### src/rtl/fp_cvt_widen.sv
// fp_cvt_widen: exact widening float conversion ({sign,exp,sig} to a wider
// {sign,exp,sig}) in a three-stage valid/ready pipeline.
// S1 unpacks and classifies. S2 counts leading zeros and normalises subnormals.
// S3 rebiases the exponent and packs the result.
// Build option FPCVT_DENORM_EN:
//   defined   - subnormal inputs are normalised into destination normals.
//   undefined - subnormal inputs flush to signed zero (denorm+zero flags),
//               and no leading-zero counter is built.
module fp_cvt_widen #(
    parameter int EXP_I = 11,
    parameter int SIG_I = 52,
    parameter int EXP_O = 15,
    parameter int SIG_O = 80,
    parameter int TAGW  = 4
) (
    input  logic                   clk,
    input  logic                   rst_n,
    input  logic                   in_valid,
    output logic                   in_ready,
    input  logic [EXP_I+SIG_I:0]   in_data,
    input  logic [TAGW-1:0]        in_tag,
    output logic                   out_valid,
    input  logic                   out_ready,
    output logic [EXP_O+SIG_O:0]   out_data,
    output logic [TAGW-1:0]        out_tag,
    output logic [2:0]             out_flags
);

    localparam int BIAS_I    = (1 << (EXP_I - 1)) - 1;
    localparam int BIAS_O    = (1 << (EXP_O - 1)) - 1;
    localparam int BIAS_DIFF = BIAS_O - BIAS_I;
    localparam logic [EXP_O-1:0] BIAS_DIFF_V = EXP_O'(BIAS_DIFF);

    // Refuse to build a configuration that cannot represent every source value exactly.
    if (EXP_O < EXP_I) begin : g_err_exp
        $error("fp_cvt_widen: EXP_O must be >= EXP_I");
    end
    if (SIG_O < SIG_I) begin : g_err_sig
        $error("fp_cvt_widen: SIG_O must be >= SIG_I");
    end
    if (BIAS_DIFF - (SIG_I - 1) < 1) begin : g_err_bias
        $error("fp_cvt_widen: smallest subnormal does not map to a destination normal");
    end

    typedef enum logic [1:0] {
        CLS_NORM = 2'd0,
        CLS_ZERO = 2'd1,
        CLS_SUB  = 2'd2,
        CLS_SPEC = 2'd3
    } cls_e;

    // Stage occupancy and handshakes.
    logic r_s1_v, r_s2_v, r_s3_v;
    logic w_s3_free, w_s2_free, w_s1_free, w_s2_move, w_s1_move, w_in_fire;

    assign w_s3_free = !r_s3_v || out_ready;
    assign w_s2_free = !r_s2_v || w_s3_free;
    assign w_s1_free = !r_s1_v || w_s2_free;
    assign w_s2_move = r_s2_v && w_s3_free;
    assign w_s1_move = r_s1_v && w_s2_free;
    assign in_ready  = rst_n && w_s1_free;
    assign w_in_fire = in_valid && in_ready;

    // S1: unpack and classify.
    logic               w_in_sign;
    logic [EXP_I-1:0]   w_in_exp;
    logic [SIG_I-1:0]   w_in_sig;
    cls_e               w_in_cls;

    assign w_in_sign = in_data[EXP_I+SIG_I];
    assign w_in_exp  = in_data[SIG_I +: EXP_I];
    assign w_in_sig  = in_data[SIG_I-1:0];

    // Classify the incoming operand by exponent/significand pattern.
    always_comb begin
        w_in_cls = CLS_NORM;
        if (w_in_exp == '1) begin
            w_in_cls = CLS_SPEC;
        end else if (w_in_exp == '0) begin
            if (w_in_sig == '0) begin
                w_in_cls = CLS_ZERO;
            end else begin
                w_in_cls = CLS_SUB;
            end
        end else begin
            w_in_cls = CLS_NORM;
        end
    end

    logic               r_s1_sign, r_s2_sign;
    logic [EXP_I-1:0]   r_s1_exp,  r_s2_exp;
    logic [SIG_I-1:0]   r_s1_sig,  r_s2_sig;
    logic [TAGW-1:0]    r_s1_tag,  r_s2_tag;
    cls_e               r_s1_cls,  r_s2_cls;

    // S1 register: accepts a new operand whenever the stage is free.
    always_ff @(posedge clk or negedge rst_n) begin
        if (!rst_n) begin
            r_s1_v    <= 1'b0;
            r_s1_sign <= 1'b0;
            r_s1_exp  <= '0;
            r_s1_sig  <= '0;
            r_s1_tag  <= '0;
            r_s1_cls  <= CLS_NORM;
        end else begin
            if (w_s1_free) begin
                r_s1_v <= in_valid;
            end
            if (w_in_fire) begin
                r_s1_sign <= w_in_sign;
                r_s1_exp  <= w_in_exp;
                r_s1_sig  <= w_in_sig;
                r_s1_tag  <= in_tag;
                r_s1_cls  <= w_in_cls;
            end
        end
    end

    // S2: leading-zero count and normalisation of subnormals.
    logic [SIG_I-1:0] w_s2_sig;

`ifdef FPCVT_DENORM_EN
    localparam int LZW = $clog2(SIG_I + 1);

    // Leading zeros of v; the highest set bit wins because it is visited last.
    function automatic logic [LZW-1:0] lzc(input logic [SIG_I-1:0] v);
        logic [LZW-1:0] n;
        n = LZW'(SIG_I);
        for (int i = 0; i < SIG_I; i++) begin
            n = v[i] ? LZW'(SIG_I - 1 - i) : n;
        end
        return n;
    endfunction

    logic [LZW-1:0] w_lz;
    logic [LZW-1:0] r_s2_lz;

    // Shift out the leading zeros and the hidden one of a subnormal.
    always_comb begin
        w_lz = lzc(r_s1_sig);
        if (r_s1_cls == CLS_SUB) begin
            w_s2_sig = {r_s1_sig[SIG_I-2:0], 1'b0} << w_lz;
        end else begin
            w_s2_sig = r_s1_sig;
        end
    end

    // S2 extra state: leading-zero count carried to the rebias stage.
    always_ff @(posedge clk or negedge rst_n) begin
        if (!rst_n) begin
            r_s2_lz <= '0;
        end else if (w_s1_move) begin
            r_s2_lz <= w_lz;
        end
    end
`else
    assign w_s2_sig = r_s1_sig;
`endif

    // S2 register: takes the S1 entry when S1 advances.
    always_ff @(posedge clk or negedge rst_n) begin
        if (!rst_n) begin
            r_s2_v    <= 1'b0;
            r_s2_sign <= 1'b0;
            r_s2_exp  <= '0;
            r_s2_sig  <= '0;
            r_s2_tag  <= '0;
            r_s2_cls  <= CLS_NORM;
        end else begin
            if (w_s2_free) begin
                r_s2_v <= r_s1_v;
            end
            if (w_s1_move) begin
                r_s2_sign <= r_s1_sign;
                r_s2_exp  <= r_s1_exp;
                r_s2_sig  <= w_s2_sig;
                r_s2_tag  <= r_s1_tag;
                r_s2_cls  <= r_s1_cls;
            end
        end
    end

    // S3: rebias and pack.
    logic [EXP_O-1:0] w_exp_ext, w_exp_o;
    logic [SIG_O-1:0] w_sig_ext, w_sig_o;
    logic [2:0]       w_flags;

    // Build destination exponent, significand and flags per input class.
    always_comb begin
        w_exp_ext = '0;
        w_exp_ext[EXP_I-1:0] = r_s2_exp;
        w_sig_ext = '0;
        w_sig_ext[SIG_O-1 -: SIG_I] = r_s2_sig;
        w_exp_o = '0;
        w_sig_o = '0;
        w_flags = 3'b000;
        case (r_s2_cls)
            CLS_NORM: begin
                w_exp_o = w_exp_ext + BIAS_DIFF_V;
                w_sig_o = w_sig_ext;
            end
            CLS_ZERO: begin
                w_flags = 3'b001;
            end
            CLS_SUB: begin
`ifdef FPCVT_DENORM_EN
                w_exp_o = BIAS_DIFF_V - EXP_O'(r_s2_lz);
                w_sig_o = w_sig_ext;
                w_flags = 3'b010;
`else
                w_flags = 3'b011;
`endif
            end
            CLS_SPEC: begin
                w_exp_o = '1;
                w_sig_o = w_sig_ext;
                if (r_s2_sig != '0) begin
                    w_sig_o[SIG_O-1] = 1'b1;
                    w_flags = {~r_s2_sig[SIG_I-1], 2'b00};
                end else begin
                    w_flags = 3'b000;
                end
            end
            default: begin
                w_exp_o = '0;
                w_sig_o = '0;
                w_flags = 3'b000;
            end
        endcase
    end

    logic [EXP_O+SIG_O:0] r_out_data;
    logic [TAGW-1:0]      r_out_tag;
    logic [2:0]           r_out_flags;

    // S3 register: holds the packed result until the sink takes it.
    always_ff @(posedge clk or negedge rst_n) begin
        if (!rst_n) begin
            r_s3_v      <= 1'b0;
            r_out_data  <= '0;
            r_out_tag   <= '0;
            r_out_flags <= 3'b000;
        end else begin
            if (w_s3_free) begin
                r_s3_v <= r_s2_v;
            end
            if (w_s2_move) begin
                r_out_data  <= {r_s2_sign, w_exp_o, w_sig_o};
                r_out_tag   <= r_s2_tag;
                r_out_flags <= w_flags;
            end
        end
    end

    assign out_valid = r_s3_v;
    assign out_data  = r_out_data;
    assign out_tag   = r_out_tag;
    assign out_flags = r_out_flags;

endmodule

### config.mk
export PLATFORM = sky130hd
export DESIGN_NAME = fp_cvt_widen
export DESIGN_NICKNAME = d
export VERILOG_FILES = /design/src/rtl/fp_cvt_widen.sv
export SDC_FILE = /design/constraint.sdc
export NUM_CORES = 1
export LEC_CHECK = 0
export BUFFER_PORTS_ARGS = -buffer_cell sky130_fd_sc_hd__buf_2
export CORE_MARGIN = 1.5
export CORE_UTILIZATION = 57
export CTS_BUF_LIST = sky130_fd_sc_hd__clkbuf_4 sky130_fd_sc_hd__clkbuf_8
export DETAILED_ROUTE_END_ITERATION = 7
export GPL_TIMING_DRIVEN = 0
export PLACE_DENSITY = 0.83
export SYNTH_ARGS = -nofsm -noshare
export SYNTH_HDL_FRONTEND = slang
export SYNTH_SLANG_ARGS = --single-unit
### constraint.sdc
create_clock -name clk -period 1.95 [get_ports clk]
set_input_delay 0.0975 -clock clk [delete_from_list [all_inputs] [get_ports clk]]
set_output_delay 0.0975 -clock clk [all_outputs]
set_load 0.02 [all_outputs]
Word level (Yosys, flattened, before mapping). Index checks and enable logic that the tools add are counted.

Input bits: 72. Logic and storage cells: 44. Bits in registers: 246. Output and inout port bits: 105.

Bitwise operators: 1. Equal/unequal tests: 4. Add/subtract/negate cells: 1. Reductions and logical operators: 14. Mux-type cells: 8.

Operators by type and width (count): case mux 80 bit (2 select lines) (1); zero test 52 bit (1); nonzero test 52 bit (1); case mux 15 bit (2 select lines) (1); adder 11 x 14 -> 15 bit (second input constant) (1); == test 11 bit (second input constant) (1); zero test 11 bit (1); case mux 3 bit (3 select lines) (1); 2-to-1 mux 2 bit (3); == test 2 bit (second input constant) (2); logical AND 1 bit (4); zero test 1 bit (3); logical OR 1 bit (3); 2-to-1 mux 3 bit (1); == test 2 x 1 -> 1 bit (second input constant) (1); zero test 2 bit (1); 2-to-1 mux 1 bit (1); NOT 1 bit (1).

Logic depth before layout (Yosys ltp).
Depth after elaboration: 6. Mapped depth: 7. Depth with buffers taken out: 6.

Worst setup path before layout. No wires, ideal clock.

Path type: flip-flop to flip-flop. From: register r_s2_cls[0]. To: register r_out_data[30], in the netlist out_data[30]. Library setup time: 0.066 ns. Arrival: 1.625 ns. Setup slack: 0.259 ns. Period minus slack after synthesis: 1.691 ns. Cell stages (with the launch flop): 6. Required time: 1.884 ns. Buffers on the path: 1. Path through: dfrtp_1 > inv_1 > ha_1 > nor4_4 > clkbuf_1 > a22o_1.

Cells in the longest elaborated chain, start to end: 2. Elaborated cells on any way between the ends: 3. Classes of those cells: eq/ne (1); mux (1); reduce/logical (1).

RTL lines: start: declaration (line 94) `cls_e r_s1_cls, r_s2_cls;`; start signal: assignment (line 178) `r_s2_cls <= r_s1_cls;`; == test 2 bit / zero test 2 bit (equally long branches) (line 197) `case (r_s2_cls)`; case mux 80 bit (2 select lines) * (line 197); end signal: assignment (line 248) `r_out_data <= {r_s2_sign, w_exp_o, w_sig_o};`; end: declaration (line 232) `logic [EXP_O+SIG_O:0] r_out_data;`.

Mark *: on every way between the ends. The rest lies on a longest branch, timed or not. A chain may end at the register's enable or synchronous reset.

Worst setup path in the final report.
From: register r_s2_sig[40]. To: register r_out_flags[2], in the netlist out_flags[2].

Cells in the longest elaborated chain, start to end: 3.

RTL lines: start: declaration (line 92) `logic [SIG_I-1:0] r_s1_sig, r_s2_sig;`; start signal: assignment (line 176) `r_s2_sig <= w_s2_sig;`; nonzero test 52 bit (line 217) `if (r_s2_sig != '0) begin`; 2-to-1 mux 3 bit (line 217); case mux 3 bit (3 select lines) (line 197); end signal: assignment (line 250) `r_out_flags <= w_flags;`; end: declaration (line 234) `logic [2:0] r_out_flags;`.

No other way between the ends.

==> impl_metrics.ini <==
[timing]
fin_worst_skew_ps = 25.6
rsz0062_at_grt = no
setup_viol = 0
hold_viol = 113
post-route-min-period_ps = 1890
max_freq_mhz = 530
hold_ws_ps = -347
drv_slew = 0
slew_headroom_pct = 44.2
worstMarginPinSlew_ps = 836
period_share_pct = 96.7

[global_routing]
grt_overflow_total = 0
grt_pass1_wl_um = 35500
grt.total_usage_pct = 28.7
antenna_found_initial = 1
grt_max_degree = 118
grt_pass1_vias = 6941

[clocking]
cts.sinks = 215
holdBufCountCts = 71
cts_root_buffer = clkbuf_8
ctsLongestPathBuffers = 3
clkLatencyLatePin_ps = 520
cts_buffers = 35
clkTransAtPathRegs_ps = 70
cts_tree = yes
htreeDepth = 2

[routing]
met2_length_um = 11100
ant_nets = 0
met3_length_um = 1520
wl_um = 22400
vias_per_cell = 5.52
wire_per_inst_um = 18.4
routed-via-count = 6712
m1WireLength_um = 8550
drt-pass1-iter-count = 4
drc = 0
highest_layer = met4
drt_iter0_markers = 493

[yosys]
yosys_register_bits = 215
syn_area_um2 = 8490
yosysTopAreaCell = dfrtp_1
yosys.cell_types.count = 32
synth.avg_cell_area_um2 = 11.7
ys_seq_area_share_pct = 63.3
yosys_warnings = 0
synth_top_area_share_pct = 63.3
postSynthCellCount = 728
synth_area_leaders = dfrtp_1, nand2_1, mux2_2

[finish]
layout_common_cells = nand2_1, dfrtp_1, buf_2, mux2_2, dlygate4sd3_1
area_growth_pct = 30.7
nFillCells = 902
mostFrequentLayoutCell = nand2_1
finish.net_count = 1089
stdcell_count = 1217
drive_gt1_share_pct = 33.9

[floorplan]
io_pins = 177
dieHeight_um = 125
die_area_um2 = 15600
core_area_um2 = 14500
rows = 44
initial_core_util_pct = 58.4
die_x_um = 125

[power]
leakage_nw = 5.79
power_density_nw_per_um2 = 1200
ir_drop_v = 0.000501
power_mw = 13.4

[setup_path]
slowest_stage = nor4_2
crit_top_cell = nor4_2
cp_cell_sequence = nor4_2, nand4_1, nor4_2, o41ai_1
crit_path_end = out_flags[2]
rrSetupSlack_ps = 60
crit_fanout = 3
cp-end-kind = register
timing.rr.end = out_flags[2]
crit_path_start_kind = register
crit_type = reg2reg
cp-startpoint = r_s2_sig[40]
cp_slowest_stage_delay_ps = 480
cp_data_arrival_time_ps = 2250
crit_required_ps = 2320
worst_r2r_path_depth = 4
r2r-start = r_s2_sig[40]

[run]
maxCapViolations = 0

[place]
place_congestion = 0.900
dpl.cell_count = 1088
io_buffers = 148
dpl.hpwl_um = 14000

[status]
violations = negative hold slack
status = finished with violations

[hold_path]
hold_class = in2async
[sequential cells by signal, summed over array words and instances, names as in the netlist, 4 cells and up]
signal / count
r_s1_tag: 4
r_s2_exp: 11
r_s2_tag: 4
r_s1_exp: 11
out_data: 65
out_tag: 4
r_s2_sig: 52
r_s1_sig: 52
[per-layer routing]
| metal | track usage [%] | up-vias |
|---|---|---|
| li1 | - | 3007 |
| met1 | 35.5 | 3282 |
| met2 | 48.3 | 315 |
| met3 | 5.35 | 108 |
| met4 | 15.5 | 0 |
| met5 | 0 | - |
[cell usage after synthesis (all sizes together)]
cell	number
conb	1
nor4	31
nor2b	2
nand4	6
or3	1
and3	2
buf	43
inv	5
nand2	234
o41ai	1
nor2	2
nand4b	1
or4	1
nand2b	3
mux2	75
a221oi	2
a22oi	1
dfrtp	215
mux2i	2
o31ai	1
clkbuf	24
and2	1
o21ai	12
nand3	5
a22o	51
nor3	3
ha	3
[final cells by class]
cell class / count / area [um2] / area share (%)
repair buffers: 223 / 1510 / 13.6
clock buffers: 50 / 644 / 5.80
multi-input cells: 468 / 2880 / 25.9
diodes: 1 / 2.50 / 0.0225
plain buffers: 66 / 402 / 3.62
flip-flops and latches: 215 / 5380 / 48.5
well taps: 184 / 230 / 2.07
clock inverters: 5 / 33.8 / 0.304
inverters: 5 / 18.8 / 0.169
[cells by family after synthesis]
| group | synth area share [%] |
|---|---|
| AOI/OAI and AO/OA | 6.53 |
| adders and majority gates | 0.442 |
| buffers and inverters | 4.73 |
| DFF | 63.3 |
| muxes | 10.2 |
| other | 0.0442 |
| and+or+nand+nor | 14.7 |
[critical path: cells and delay by family (launching register included)]
family | cells | cell delay [ps]
flip-flops | 1 | 400
AND/OR/NAND/NOR | 3 | 1190
AO/OA/AOI/OAI | 1 | 150
[metrics by stage]
stage	TNS, ps	util [%]	cell area (um2)	setup slack (ps)
after detailed placement	-21150	66.1	9600	-310
after floorplan	0	-	8590	259
after global routing	0	76.4	11100	8.80
final	0	76.4	11100	63.6
after CTS	0	75.9	11000	12.4
after global placement	-888310	65.8	9570	-4240
[worst min-delay path by stage]
stage          slack [ps]            to  cells past startpoint       from
4_1_cts              -310  out_data[49]                      1      rst_n
6_report             -350  out_data[49]                      1      rst_n
3_3_place_gp          290   r_s1_tag[2]                      3  in_tag[2]
5_1_grt              -270  out_data[30]                      1      rst_n
2_1_floorplan        -200  out_data[28]                      0      rst_n
3_5_place_dp          220    out_tag[2]                      1      rst_n
[where the power goes]
part	internal [mW]	total, mW	switching, mW
clock	2.11	3.81	1.69
combinational	1.40	3.23	1.83
sequential	5.53	6.33	0.794
[what timing repair did]
action,in CTS,in global routing
endpoints found under the setup margin,97,52
buffers inserted,3,0
hold endpoints to repair,184,113
gates resized for setup,8,23
pin swaps,1,0
Power figures use the tool's default switching activity.
